--- src/rtl/seg_scan_pkg.sv ---
// rtl/seg_scan_pkg.sv - shared types, constants and hex pattern table for seg_scan_driver
package seg_scan_pkg;

  typedef enum logic [1:0] {
    SHOW0 = 2'd0,
    GAP0  = 2'd1,
    SHOW1 = 2'd2,
    GAP1  = 2'd3
  } state_e;

  localparam logic [6:0] SEG_BLANK = 7'h7F;
  localparam logic [1:0] AN_OFF    = 2'b11;

  // Active-low {g,f,e,d,c,b,a}; element [n] is the pattern for hex digit n.
  localparam logic [15:0][6:0] HEX_LUT = {
    7'h0E, 7'h06, 7'h21, 7'h46, 7'h03, 7'h08, 7'h10, 7'h00,
    7'h78, 7'h02, 7'h12, 7'h19, 7'h30, 7'h24, 7'h79, 7'h40
  };

  function automatic int max3(input int a, input int b, input int c);
    int m;
    m = (a > b) ? a : b;
    return (m > c) ? m : c;
  endfunction

endpackage

--- src/rtl/seg_scan_driver_if.sv ---
// rtl/seg_scan_driver_if.sv - selector-side and pin-side signals of the scan driver
interface seg_scan_driver_if;
  logic [7:0] SEG;
  logic [1:0] LED;
  logic [6:0] DIGIT_SEG;
  logic [1:0] DIGIT_AN;
  logic [1:0] LED_OUT;

  modport master (output SEG, LED, input DIGIT_SEG, DIGIT_AN, LED_OUT);
  modport slave  (input SEG, LED, output DIGIT_SEG, DIGIT_AN, LED_OUT);
endinterface

--- src/rtl/seg_scan_driver_hex7seg.sv ---
// rtl/seg_scan_driver_hex7seg.sv - combinational 4-bit to active-low 7-segment decoder
module hex7seg
  import seg_scan_pkg::*;
(
  input  logic [3:0] nibble,
  output logic [6:0] seg
);

  // Table lookup of the active-low segment pattern
  always_comb begin
    seg = HEX_LUT[nibble];
  end

endmodule

--- src/rtl/seg_scan_driver.sv ---
// rtl/seg_scan_driver.sv - two-digit multiplexed 7-segment scanner; SEG_SCAN_BLANK_EN enables leading-zero blanking
module seg_scan_driver
  import seg_scan_pkg::*;
#(
  parameter int REFRESH_DIV = 50000,
  parameter int GAP_CYCLES  = 16
) (
  input  logic              CLK,
  input  logic              RST_N,
  seg_scan_driver_if.slave  bus
);

  localparam int CW = $clog2(max3(REFRESH_DIV, GAP_CYCLES, 2));
  localparam logic [CW-1:0] SHOW_LAST = CW'(REFRESH_DIV - 1);
  // A zero-length gap is only ever entered from reset, where it lasts one cycle.
  localparam logic [CW-1:0] GAP_LAST  = (GAP_CYCLES == 0) ? '0 : CW'(GAP_CYCLES - 1);
  localparam bit            NO_GAP    = (GAP_CYCLES == 0);

  state_e          state_q, state_d;
  logic [CW-1:0]   cnt_q, cnt_d;
  logic [7:0]      frame_q, frame_d;
  logic [1:0]      led_out_q, led_out_d;
  logic [6:0]      digit_seg_q, digit_seg_d;
  logic [1:0]      digit_an_q, digit_an_d;
  logic [3:0]      nibble;
  logic [6:0]      hex_seg;
  logic            frame_start;

  // Sequence the scan states and time each one with the shared counter
  always_comb begin
    state_d = state_q;
    cnt_d   = cnt_q + CW'(1);
    unique case (state_q)
      SHOW0:   if (cnt_q == SHOW_LAST) state_d = NO_GAP ? SHOW1 : GAP0;
      GAP0:    if (cnt_q == GAP_LAST)  state_d = SHOW1;
      SHOW1:   if (cnt_q == SHOW_LAST) state_d = NO_GAP ? SHOW0 : GAP1;
      GAP1:    if (cnt_q == GAP_LAST)  state_d = SHOW0;
      default: state_d = GAP1;
    endcase
    if (state_d != state_q) cnt_d = '0;
  end

  // Latch SEG and LED together only on entry into SHOW0 so digits and flags never tear
  always_comb begin
    frame_start = (state_d == SHOW0) && (state_q != SHOW0);
    frame_d     = frame_start ? bus.SEG : frame_q;
    led_out_d   = frame_start ? bus.LED : led_out_q;
  end

  // Decode the nibble belonging to the state being entered so outputs switch with the state
  always_comb begin
    nibble = (state_d == SHOW0) ? frame_d[3:0] : frame_d[7:4];
  end

  hex7seg u_hex7seg (
    .nibble (nibble),
    .seg    (hex_seg)
  );

  // Compute next registered segment and anode drive from the next state
  always_comb begin
    digit_an_d  = AN_OFF;
    digit_seg_d = SEG_BLANK;
    unique case (state_d)
      SHOW0: begin
        digit_an_d  = 2'b10;
        digit_seg_d = hex_seg;
      end
      SHOW1: begin
        digit_an_d  = 2'b01;
        digit_seg_d = hex_seg;
`ifdef SEG_SCAN_BLANK_EN
        if (frame_d[7:4] == 4'h0) begin
          digit_an_d  = AN_OFF;
          digit_seg_d = SEG_BLANK;
        end
`endif
      end
      default: begin
        digit_an_d  = AN_OFF;
        digit_seg_d = SEG_BLANK;
      end
    endcase
  end

  // State, counter, frame latch and output registers
  always_ff @(posedge CLK or negedge RST_N) begin
    if (!RST_N) begin
      state_q     <= GAP1;
      cnt_q       <= '0;
      frame_q     <= 8'h00;
      led_out_q   <= 2'b11;
      digit_seg_q <= SEG_BLANK;
      digit_an_q  <= AN_OFF;
    end else begin
      state_q     <= state_d;
      cnt_q       <= cnt_d;
      frame_q     <= frame_d;
      led_out_q   <= led_out_d;
      digit_seg_q <= digit_seg_d;
      digit_an_q  <= digit_an_d;
    end
  end

  assign bus.DIGIT_SEG = digit_seg_q;
  assign bus.DIGIT_AN  = digit_an_q;
  assign bus.LED_OUT   = led_out_q;

endmodule

--- src/flat_wrapper.sv ---
// flat-port wrapper written by rule: the top's interface ports become plain ports
module seg_scan_driver_flat import seg_scan_pkg::*;
#(
  parameter int REFRESH_DIV = 50000,
  parameter int GAP_CYCLES  = 16
)
  (CLK, RST_N, bus_SEG, bus_LED, bus_DIGIT_SEG, bus_DIGIT_AN, bus_LED_OUT);
  seg_scan_driver_if bus_i ();
  input  logic CLK;
  input  logic RST_N;
  input wire logic [$bits(bus_i.SEG)-1:0] bus_SEG;
  input wire logic [$bits(bus_i.LED)-1:0] bus_LED;
  output wire logic [$bits(bus_i.DIGIT_SEG)-1:0] bus_DIGIT_SEG;
  output wire logic [$bits(bus_i.DIGIT_AN)-1:0] bus_DIGIT_AN;
  output wire logic [$bits(bus_i.LED_OUT)-1:0] bus_LED_OUT;
  assign bus_i.SEG = bus_SEG;
  assign bus_i.LED = bus_LED;
  assign bus_DIGIT_SEG = bus_i.DIGIT_SEG;
  assign bus_DIGIT_AN = bus_i.DIGIT_AN;
  assign bus_LED_OUT = bus_i.LED_OUT;
  seg_scan_driver #(.REFRESH_DIV(REFRESH_DIV), .GAP_CYCLES(GAP_CYCLES)) u_core (.CLK(CLK), .RST_N(RST_N), .bus(bus_i));
endmodule
--- config.mk ---
export PLATFORM = sky130hd
export DESIGN_NAME = seg_scan_driver_flat
export DESIGN_NICKNAME = d
export VERILOG_FILES = /design/src/rtl/seg_scan_pkg.sv /design/src/rtl/seg_scan_driver_if.sv /design/src/rtl/seg_scan_driver_hex7seg.sv /design/src/rtl/seg_scan_driver.sv /design/src/flat_wrapper.sv
export SDC_FILE = /design/constraint.sdc
export NUM_CORES = 1
export LEC_CHECK = 0
export BUFFER_PORTS_ARGS = -buffer_cell sky130_fd_sc_hd__buf_2
export CAP_MARGIN = 0
export CORE_MARGIN = 1
export CORE_UTILIZATION = 60
export CTS_BUF_LIST = sky130_fd_sc_hd__clkbuf_2
export DETAILED_ROUTE_END_ITERATION = 7
export PLACE_DENSITY = 0.82
export SLEW_MARGIN = 20
export SYNTH_ARGS = -nofsm -noshare
export SYNTH_HDL_FRONTEND = slang
export SYNTH_SLANG_ARGS = --single-unit
--- constraint.sdc ---
create_clock -name CLK -period 4 [get_ports CLK]
set_clock_uncertainty 0.2 [all_clocks]
set_input_delay 0 -clock CLK [delete_from_list [all_inputs] [get_ports CLK]]
set_output_delay 0 -clock CLK [all_outputs]
set_load 0.02 [all_outputs]
==> summary.md, run 1 <==
| Metric | Value |
|---|---|
| Status | complete, but fails checks |
| Failing checks | hold timing |
| PortBufs | 22 |
| Routed WL | 3530 µm |
| Worst EP required | 4.08 ns |
| Final non-filler cell total | 252 |
| Die area | 0.00345 mm² |
| Post-CTS Setup Bufs | 0 |
| DR vias | 1400 |
| FFs w/ async S/R, synth | 100% |
| Worst hold path class | in2async |
| Antenna Violating Nets Remaining | 0 |
| Hold_buf cts | 11 |
| Post-synth top area share | 31.1% |
| Post-synthesis cell type count | 45 |
| Crit path launch | u_core.cnt_q[0] |
| CTS root buffer | clkbuf_2 |
| Initial core utilization | 63.3% |
| YS warnings | 0 |
| Capture point of the worst reg-to-reg path | u_core.bus.DIGIT_SEG[5] |
| GP Congestion | 0.830 |
| Die X | 58.7 µm |
| Synth top cells by count | dfrtp_1, nand2_1, nor2_1 |
| Largest net degree at the start of global routing | 38 |
| Total track usage | 24.1% |
| Most common cell in the synthesized netlist | dfrtp_1 |
| TritonRoute pass-1 iters | 4 |
| Cells after DPL | 233 |
| # IOs | 23 |
| Die Span Y | 58.7 µm |
| Vias in the first global route | 1377 |
| Mux share of post-synthesis cell area | 10.6% |
| Dpl hpwl | 2530 µm |
| Final setup violation count | 0 |
| Setup TNS | 0 ns |
| Fmax | 0.315 GHz |
| Fillers | 239 |
| Share of layout cells above drive strength 1 | 29.3% |
| CTS resizes | 0 |
| Top cells by area, synth | dfrtp_1, dfstp_2, mux2_2, ha_1, xnor2_1 |
| Maximum buffer depth of the clock tree | 2 |
| Post-synth EDFFs | 0 |
| Setup ws final | 0.822 ns |
| DR iter-0 viols | 44 |
| Ys flop type | dfrtp_1 |
| Diodes inserted | 0 |
| Max-cap violations | 0 |
| Initial antenna violation count | 0 |
| Clk sinks | 37 |
| Post-route DRC | 0 |
| Cells after Synth | 173 |
| Crit path kind | reg2reg |
| TritonCTS Buffers | 5 |
| Total global routing overflow | 0 |
| R2r setup slk | 0.82 ns |
| Flops & latches, synth | 37 |
| CP arrival | 3.26 ns |
| Worst vdd ir | 0.188 mV |
| Slew HR | 49.3% |
| Maximum fanout along the worst path | 6 |
| P&R area growth vs syn | 14.1% |
| Final hold vios | 12 |
| Clk pin slew, worst setup/hold paths | 0.18 ns |
| Mean Syn Cell Area | 11.2 µm² |
| Post-synthesis adder-cell area fraction | 4.53% |
| Synth Area in Compound Gates | 8.35% |
| Largest family of logic cells by synthesized area | simple AND/OR/NAND/NOR gates |
| Hold_ws | -0.00767 ns |
| Global-route wire length before repair | 6110 µm |
| Dpl ws | 0.869 ns |
| Mean number of vias per cell | 5.56 |
| Sequential area share after synthesis | 48.8% |
| Reg-to-reg startpoint | u_core.cnt_q[0] |
| Crit end category | register |
| CTS tree | yes |
| Period utilization | 79.5% |
| H-tree depth | 2 |
| Cell type with the largest total area after synthesis | dfrtp_1 |
| RSZ-0062 raised after global routing | no |
| WL/cell | 14.0 µm |
| Leak | 0.000993 µW |
| Slew @ Worst Pin | 0.760 ns |
| Post-layout min period | 3.18 ns |
| Syn Std Cell Area | 0.00193 mm² |
| Xor/xnor share of the synthesized area | 6.35% |
| Area share of and/or/nand/nor cells after synthesis | 18.1% |
| Core Region | 0.00305 mm² |
| Worst setup SP type | register |
| Syn_nets | 192 |
| PwrDens | 285 mW/mm² |
| # nets final | 226 |
| # rows | 20 |
| Worst skew pair latency | 0.39 ns |
| Worst-case reg-to-reg path depth | 11 |
| Final max-slew violation count | 0 |
-- metal layers --
layer / global-route usage [%] / up-vias / share of wire (%)
met5: 0 / - / 0
met4: 8.16 / 0 / 1.4
li1: - / 683 / -
met3: 7.03 / 6 / 3.9
met1: 29.1 / 672 / 44
met2: 41.1 / 39 / 51
-- cells in the final DEF (no fill, tap or decap), types with 5 or more instances in the layout --
| cell type | netlist | layout |
|---|---|---|
| ha_1 | 7 | 7 |
| mux2_2 | 12 | 12 |
| dfstp_2 | 13 | 13 |
| clkbuf_2 | 0 | 5 |
| buf_2 | 3 | 22 |
| dfrtp_1 | 24 | 24 |
| nor2_1 | 16 | 16 |
| xor2_1 | 7 | 7 |
| nand2_1 | 16 | 16 |
| nand3_1 | 10 | 10 |
| xnor2_1 | 7 | 7 |
| dlygate4sd3_1 | 0 | 11 |
-- sequential cells by signal, indices dropped and copies added, names as in the netlist --
name,flops
u_core.bus.DIGIT_SEG,7
u_core.cnt_q,16
u_core.bus.LED_OUT,2
u_core.bus.DIGIT_AN,2
u_core.state_q,2
u_core.frame_q,8
-- logic make-up (layout without fill, tap and decap cells) --
group	count (synthesis)	count (layout)
xor gates and xnor gates	14	14
buffers and inverters	11	46
muxes	18	18
and+or+nand+nor	65	65
DFF	37	37
AOI/OAI and AO/OA	21	21
adders and majority gates	7	7
-- worst max path at each step --
stage / depth (start not counted) / endpoint
finish: 11 / u_core.bus.DIGIT_SEG[5]
global route: 11 / u_core.bus.DIGIT_SEG[5]
CTS: 11 / u_core.bus.DIGIT_SEG[5]
detailed placement: 11 / u_core.bus.DIGIT_SEG[5]
global placement: 11 / u_core.bus.DIGIT_SEG[5]
floorplan: 11 / u_core.bus.DIGIT_SEG[5]
-- worst max-delay path, stage by stage (launching register included) --
cell and delay, ns:
dfrtp_1 0.44, ha_1 0.24, and4b_1 0.20, a41o_2 0.33, nor2_1 0.16, mux2_2 0.36, mux2i_2 0.30, inv_1 0.14
ha_1 0.27, mux2_2 0.27, nand2_1 0.07, o211ai_1 0.09
-- per-stage QoR --
| stage | cell area (µm²) | utilization, % | power (µW) |
|---|---|---|---|
| after detailed placement | 2060 | 67.3 | 469 |
| final | 2200 | 72.2 | 628 |
| after floorplan | 1930 | - | 444 |
| after global placement | 2060 | 67.3 | 465 |
| after CTS | 2200 | 72.2 | 635 |
| after global routing | 2200 | 72.2 | 657 |
-- where the power goes --
group          switching [µW]  leakage, µW  internal, µW  total, µW
sequential               4.16     0.000438           391        395
combinational            40.6     0.000527          34.0       74.6
clock                     119    0.0000278          38.2        158
-- layout make-up --
cell class	count	area, µm²	area share (%)
timing repair buffer	34	228	10.3
sequential	37	942	42.8
multi-input combinational	125	926	42.0
inverter	4	15.0	0.681
clock buffer	5	25.0	1.14
tap	44	55.1	2.50
clock inverter	3	12.5	0.568
Note: power is estimated with default switching activity, not from simulation.
==> inputs of run 2 (changes only) <==
==> constraint.sdc (replaced) <==
create_clock -name CLK -period 3.2 [get_ports CLK]
set_clock_uncertainty 0.2 [all_clocks]
set_input_delay 0 -clock CLK [delete_from_list [all_inputs] [get_ports CLK]]
set_output_delay 0 -clock CLK [all_outputs]
set_load 0.02 [all_outputs]
==> summary.md, run 2 (synthesis gave the netlist of run 1 again) <==
| Metric | Value |
|---|---|
| Status | finished clean (was complete, but fails checks) |
| DR vias | 1398 (was 1400) |
| Die X | 58.7 µm (unchanged) |
| Worst vdd ir | 0.242 mV (was 0.188 mV) |
| R2r setup slk | 0.19 ns (was 0.82 ns) |
| # rows | 20 (unchanged) |
| Diodes inserted | 0 (unchanged) |
| GP Congestion | 0.868 (was 0.830) |
| Clk pin slew, worst setup/hold paths | 0.18 ns (about the same) |
| CTS root buffer | clkbuf_2 (unchanged) |
| Largest net degree at the start of global routing | 38 (unchanged) |
| Max-cap violations | 0 (unchanged) |
| Fmax | 0.333 GHz (was 0.315 GHz) |
| # IOs | 23 (unchanged) |
| CP arrival | 3.09 ns (was 3.26 ns) |
| PortBufs | 22 (unchanged) |
| Worst hold path class | in2async (unchanged) |
| Most common cell after layout, fill and taps aside | dfrtp_1 (unchanged) |
| Maximum buffer depth of the clock tree | 2 (unchanged) |
| Total track usage | 23.9% (was 24.1%) |
| Cell mode on critical path | ha_1 |
| Initial antenna violation count | 0 (unchanged) |
| Post-layout min period | 3.01 ns (was 3.18 ns) |
| CP Cell Sequence | ha_1 > and4b_1 > a41o_2 > nor2_1 > mux2_2 > mux2i_2 > buf_4 > ha_1 > mux2i_1 > o221ai_1 (was ha_1 > and4b_1 > a41o_2 > nor2_1 > mux2_2 > mux2i_2 > inv_1 > ha_1 > mux2_2 > nand2_1 > o211ai_1) |
| Leak | 0.00101 µW (was 0.000993 µW) |
| Period utilization | 93.9% (was 79.5%) |
| Slew @ Worst Pin | 0.783 ns (was 0.760 ns) |
| Global-route wire length before repair | 6080 µm (was 6110 µm) |
| Die area | 0.00345 mm² (unchanged) |
| Largest Register | u_core.cnt_q (unchanged) |
| CTS resizes | 0 (unchanged) |
| Reg-to-reg startpoint | u_core.cnt_q[0] (unchanged) |
| Final setup violation count | 0 (unchanged) |
| DR iter-0 viols | 29 (was 44) |
| Most frequent cells in the layout | dfrtp_1, buf_2, nor2_1, nand2_1, dfstp_2 (unchanged) |
| Clk sinks | 37 (unchanged) |
| Dpl hpwl | 2480 µm (was 2530 µm) |
| Post-CTS Setup Bufs | 0 (unchanged) |
| Worst skew pair latency | 0.39 ns (about the same) |
| Vias in the first global route | 1367 (was 1377) |
| Hold_buf cts | 11 (unchanged) |
| Total global routing overflow | 0 (unchanged) |
| TritonRoute pass-1 iters | 4 (unchanged) |
| Crit end category | register (unchanged) |
| Routed WL | 3650 µm (was 3530 µm) |
| Hold_ws | 0.00266 ns (was -0.00767 ns) |
| WL/cell | 14.3 µm (was 14.0 µm) |
| H-tree depth | 2 (unchanged) |
| Post-route DRC | 0 (unchanged) |
| Slew HR | 47.8% (was 49.3%) |
| TritonCTS Buffers | 5 (unchanged) |
| Worst-case reg-to-reg path depth | 10 (was 11) |
| P&R area growth vs syn | 15.3% (was 14.1%) |
| Maximum fanout along the worst path | 6 (unchanged) |
| CP max-delay cell | dfrtp_1 (unchanged) |
| CTS tree | yes (unchanged) |
| PwrDens | 356 mW/mm² (was 285 mW/mm²) |
| CP bufs+invs | 1 (unchanged) |
| Final max-slew violation count | 0 (unchanged) |
| Fillers | 227 (was 239) |
| Delay-heaviest family, CP | multiplexers (unchanged) |
| Setup TNS | 0 ns (unchanged) |
| # nets final | 229 (was 226) |
| Antenna Violating Nets Remaining | 0 (unchanged) |
| Share of layout cells above drive strength 1 | 30.8% (was 29.3%) |
| Die Span Y | 58.7 µm (unchanged) |
| Worst EP required | 3.29 ns (was 4.08 ns) |
| Mean number of vias per cell | 5.48 (was 5.56) |
| Final hold vios | 0 (was 12) |
| Crit. path cell count | 10 (was 11) |
| Crit path kind | reg2reg (unchanged) |
| Worst setup SP type | register (unchanged) |
| RSZ-0062 raised after global routing | no (unchanged) |
| Initial core utilization | 63.3% (unchanged) |
| Max reg flops | 16 (unchanged) |
| Slowest cell delay on critical path | 0.45 ns (was 0.44 ns) |
| Core Region | 0.00305 mm² (unchanged) |
| Capture point of the worst reg-to-reg path | u_core.bus.DIGIT_SEG[4] (was u_core.bus.DIGIT_SEG[5]) |
==> run 2: worst max-delay path by stage <==
stage | start | endpoint
global placement | u_core.cnt_q[0] | u_core.bus.DIGIT_SEG[5]
floorplan | u_core.cnt_q[0] | u_core.bus.DIGIT_SEG[5]
finish | u_core.cnt_q[0] | u_core.bus.DIGIT_SEG[4]
detailed placement | u_core.cnt_q[0] | u_core.bus.DIGIT_SEG[4]
global route | u_core.cnt_q[0] | u_core.bus.DIGIT_SEG[4]
CTS | u_core.cnt_q[0] | u_core.bus.DIGIT_SEG[4]
==> run 2: stage by stage <==
stage               worst slack (ns)  util (%)  cell area, µm²  std cells  total power, µW
detailed placement             0.243      68.1            2080        236              586
finish                         0.195      73.0            2230        255              793
floorplan                      0.291         -            1930        173              555
global placement               0.371      68.1            2080        236              582
global route                  0.0170      73.0            2230        255              829
CTS                            0.184      73.0            2230        255              798
==> run 2: layout make-up <==
type	instances	area [µm²]	area share [%]
Timing Repair Buffer	37	250	11.2
Multi-Input combinational cell	125	926	41.6
Tap cell	44	55.1	2.47
Sequential cell	37	942	42.3
Inverter	4	15.0	0.674
Clock buffer	7	35.0	1.57
Clock inverter	1	3.75	0.169
==> run 2: routing by layer <==
layer,wire [µm],GRT usage [%],vias up
met1,1590,29.1,683
met4,44,8.50,0
met2,1890,40.7,26
met5,0,0,-
li1,-,-,683
met3,117,6.37,6
==> run 2: power by group <==
group,leakage [µW],switching (µW),internal (µW),total [µW]
clock,0.0000306,145,58.5,204
sequential,0.000438,4.78,489,494
combinational,0.000540,52.0,43.2,95.3
total,0.00101,202,591,793
==> run 2: worst reg2reg max path, cell delays in order, from the launching register on <==
cell,delay [ns]
dfrtp_1,0.45
ha_1,0.25
and4b_1,0.21
a41o_2,0.33
nor2_1,0.15
mux2_2,0.36
mux2i_2,0.16
buf_4,0.16
ha_1,0.25
mux2i_1,0.12
o221ai_1,0.24
==> inputs of run 3 (changes only) <==
==> constraint.sdc (replaced) <==
create_clock -name CLK -period 3.2 [get_ports CLK]
set_clock_uncertainty 0.2 [all_clocks]
set_input_delay 0.64 -clock CLK [delete_from_list [all_inputs] [get_ports CLK]]
set_output_delay 0.64 -clock CLK [all_outputs]
set_load 0.02 [all_outputs]
==> summary.md, run 3 (synthesis gave the netlist of run 1 again) <==
| Metric | Value |
|---|---|
| Status | finished clean (unchanged) |
| Vias in the first global route | 1280 (was 1367) |
| Die area | 0.00345 mm² (unchanged) |
| Final core occ | 69.3% (was 73.0%) |
| Area of the multi-input gates | 926 µm² (unchanged) |
| # IOs | 23 (unchanged) |
| PortBufs | 22 (unchanged) |
| Crit end category | register (unchanged) |
| Post-layout min period | 3.01 ns (about the same) |
| Worst skew pair latency | 0.39 ns (about the same) |
| CTS root buffer | clkbuf_2 (unchanged) |
| GP Congestion | 0.868 (unchanged) |
| Antenna Violating Nets Remaining | 0 (unchanged) |
| Dpl ws | 0.243 ns (unchanged) |
| Final hold vios | 0 (unchanged) |
| Final max-slew violation count | 0 (unchanged) |
| Dpl hpwl | 2480 µm (unchanged) |
| Max-cap violations | 0 (unchanged) |
| FF+latch area | 942 µm² (unchanged) |
| Final setup violation count | 0 (unchanged) |
| CTS resizes | 0 (unchanged) |
| Post-route DRC | 0 (unchanged) |
| Worst hold path class | in2async (unchanged) |
| Period utilization | 93.9% (about the same) |
| Die Span Y | 58.7 µm (unchanged) |
| Most frequent cells in the layout | dfrtp_1, buf_2, nor2_1, nand2_1, dfstp_2 (unchanged) |
| Max reg flops | 16 (unchanged) |
| RSZ-0062 raised after global routing | no (unchanged) |
| Clk pin slew, worst setup/hold paths | 0.18 ns (about the same) |
| Worst vdd ir | 0.240 mV (was 0.242 mV) |
| Crit path kind | reg2reg (unchanged) |
| Total global routing overflow | 0 (unchanged) |
| Post-CTS Setup Bufs | 0 (unchanged) |
| Hold_buf cts | 0 (was 11) |
| Setup TNS | 0 ns (unchanged) |
| Slew @ Worst Pin | 0.766 ns (was 0.783 ns) |
| TritonRoute pass-1 iters | 4 (unchanged) |
| Largest Register | u_core.cnt_q (unchanged) |
| Routed WL | 3320 µm (was 3650 µm) |
| Initial core utilization | 63.3% (unchanged) |
| Most common cell after layout, fill and taps aside | dfrtp_1 (unchanged) |
| Core Region | 0.00305 mm² (unchanged) |
| TritonCTS Buffers | 5 (unchanged) |
| DR iter-0 viols | 30 (was 29) |
| DR vias | 1340 (was 1398) |
| # rows | 20 (unchanged) |
| Slew HR | 48.9% (was 47.8%) |
| Largest net degree at the start of global routing | 38 (unchanged) |
| Hold_ws | 0.0991 ns (was 0.00266 ns) |
| Die X | 58.7 µm (unchanged) |
| Initial antenna violation count | 0 (unchanged) |
| Leak | 0.000963 µW (was 0.00101 µW) |
| Mean number of vias per cell | 5.49 (was 5.48) |
| P&R area growth vs syn | 9.59% (was 15.3%) |
| Global-route wire length before repair | 5610 µm (was 6080 µm) |
| PwrDens | 368 mW/mm² (was 356 mW/mm²) |
| Clk sinks | 37 (unchanged) |
| Maximum fanout along the worst path | 6 (unchanged) |
| Fillers | 244 (was 227) |
| Diodes inserted | 0 (unchanged) |
| Total track usage | 21.8% (was 23.9%) |
| CP arrival | 3.09 ns (about the same) |
| H-tree depth | 2 (unchanged) |
| Overall Power | 779 µW (was 793 µW) |
| Share of layout cells above drive strength 1 | 32.5% (was 30.8%) |
| CTS tree | yes (unchanged) |
| Fmax | 0.333 GHz (about the same) |
| Setup ws final | 0.194 ns (was 0.195 ns) |
| WL/cell | 13.6 µm (was 14.3 µm) |
| Maximum buffer depth of the clock tree | 2 (unchanged) |
| Worst EP required | 3.28 ns (was 3.29 ns) |
| Worst setup SP type | register (unchanged) |
| # nets final | 218 (was 229) |
-- run 3: cell type report --
class / count / area share, %
clock buffers: 7 / 1.65
clock inverters: 1 / 0.177
inverters: 4 / 0.709
multi-input cells: 125 / 43.7
flip-flops and latches: 37 / 44.5
well taps: 44 / 2.60
repair buffers: 26 / 6.62
-- run 3: worst paths after layout --
path                                      endpoint  slack, ns             from  depth (start not counted)
hold reg to reg                    u_core.cnt_q[0]       0.33  u_core.cnt_q[0]                          1
max in group asynchronous         u_core.cnt_q[15]       2.21            RST_N                          1
hold / removal                    u_core.cnt_q[10]        0.1            RST_N                          1
min in group CLK             u_core.bus.LED_OUT[1]       0.26       bus_LED[1]                          2
setup / recovery           u_core.bus.DIGIT_SEG[4]       0.19  u_core.cnt_q[0]                         10
setup reg to reg           u_core.bus.DIGIT_SEG[4]       0.19  u_core.cnt_q[0]                         10
-- run 3: stage by stage --
step / instance area [µm²] / cells
floorplan: 1930 / 173
global placement: 2080 / 236
detailed placement: 2080 / 236
CTS: 2120 / 244
global route: 2120 / 244
finish: 2120 / 244
-- run 3: metal layers --
metal	up-vias	GRT usage, %	share of wire, %
li1	660	-	-
met1	648	27.9	45
met2	26	35.1	50
met3	6	6.37	3.9
met4	0	8.50	1.3
met5	-	0	0
-- run 3: worst max-delay path, cell delays in order, from the launching register on --
cell      delay [ns]
dfrtp_1         0.45
ha_1            0.25
and4b_1         0.21
a41o_2          0.33
nor2_1          0.15
mux2_2          0.36
mux2i_2         0.16
buf_4           0.16
ha_1            0.25
mux2i_1         0.12
o221ai_1        0.24
-- run 3: where the power goes --
part | leakage, µW | internal, µW | switching [µW] | total [µW]
combinational | 0.000494 | 34.5 | 49.0 | 83.4
clock | 0.0000306 | 58.5 | 144 | 202
sequential | 0.000438 | 489 | 4.67 | 494
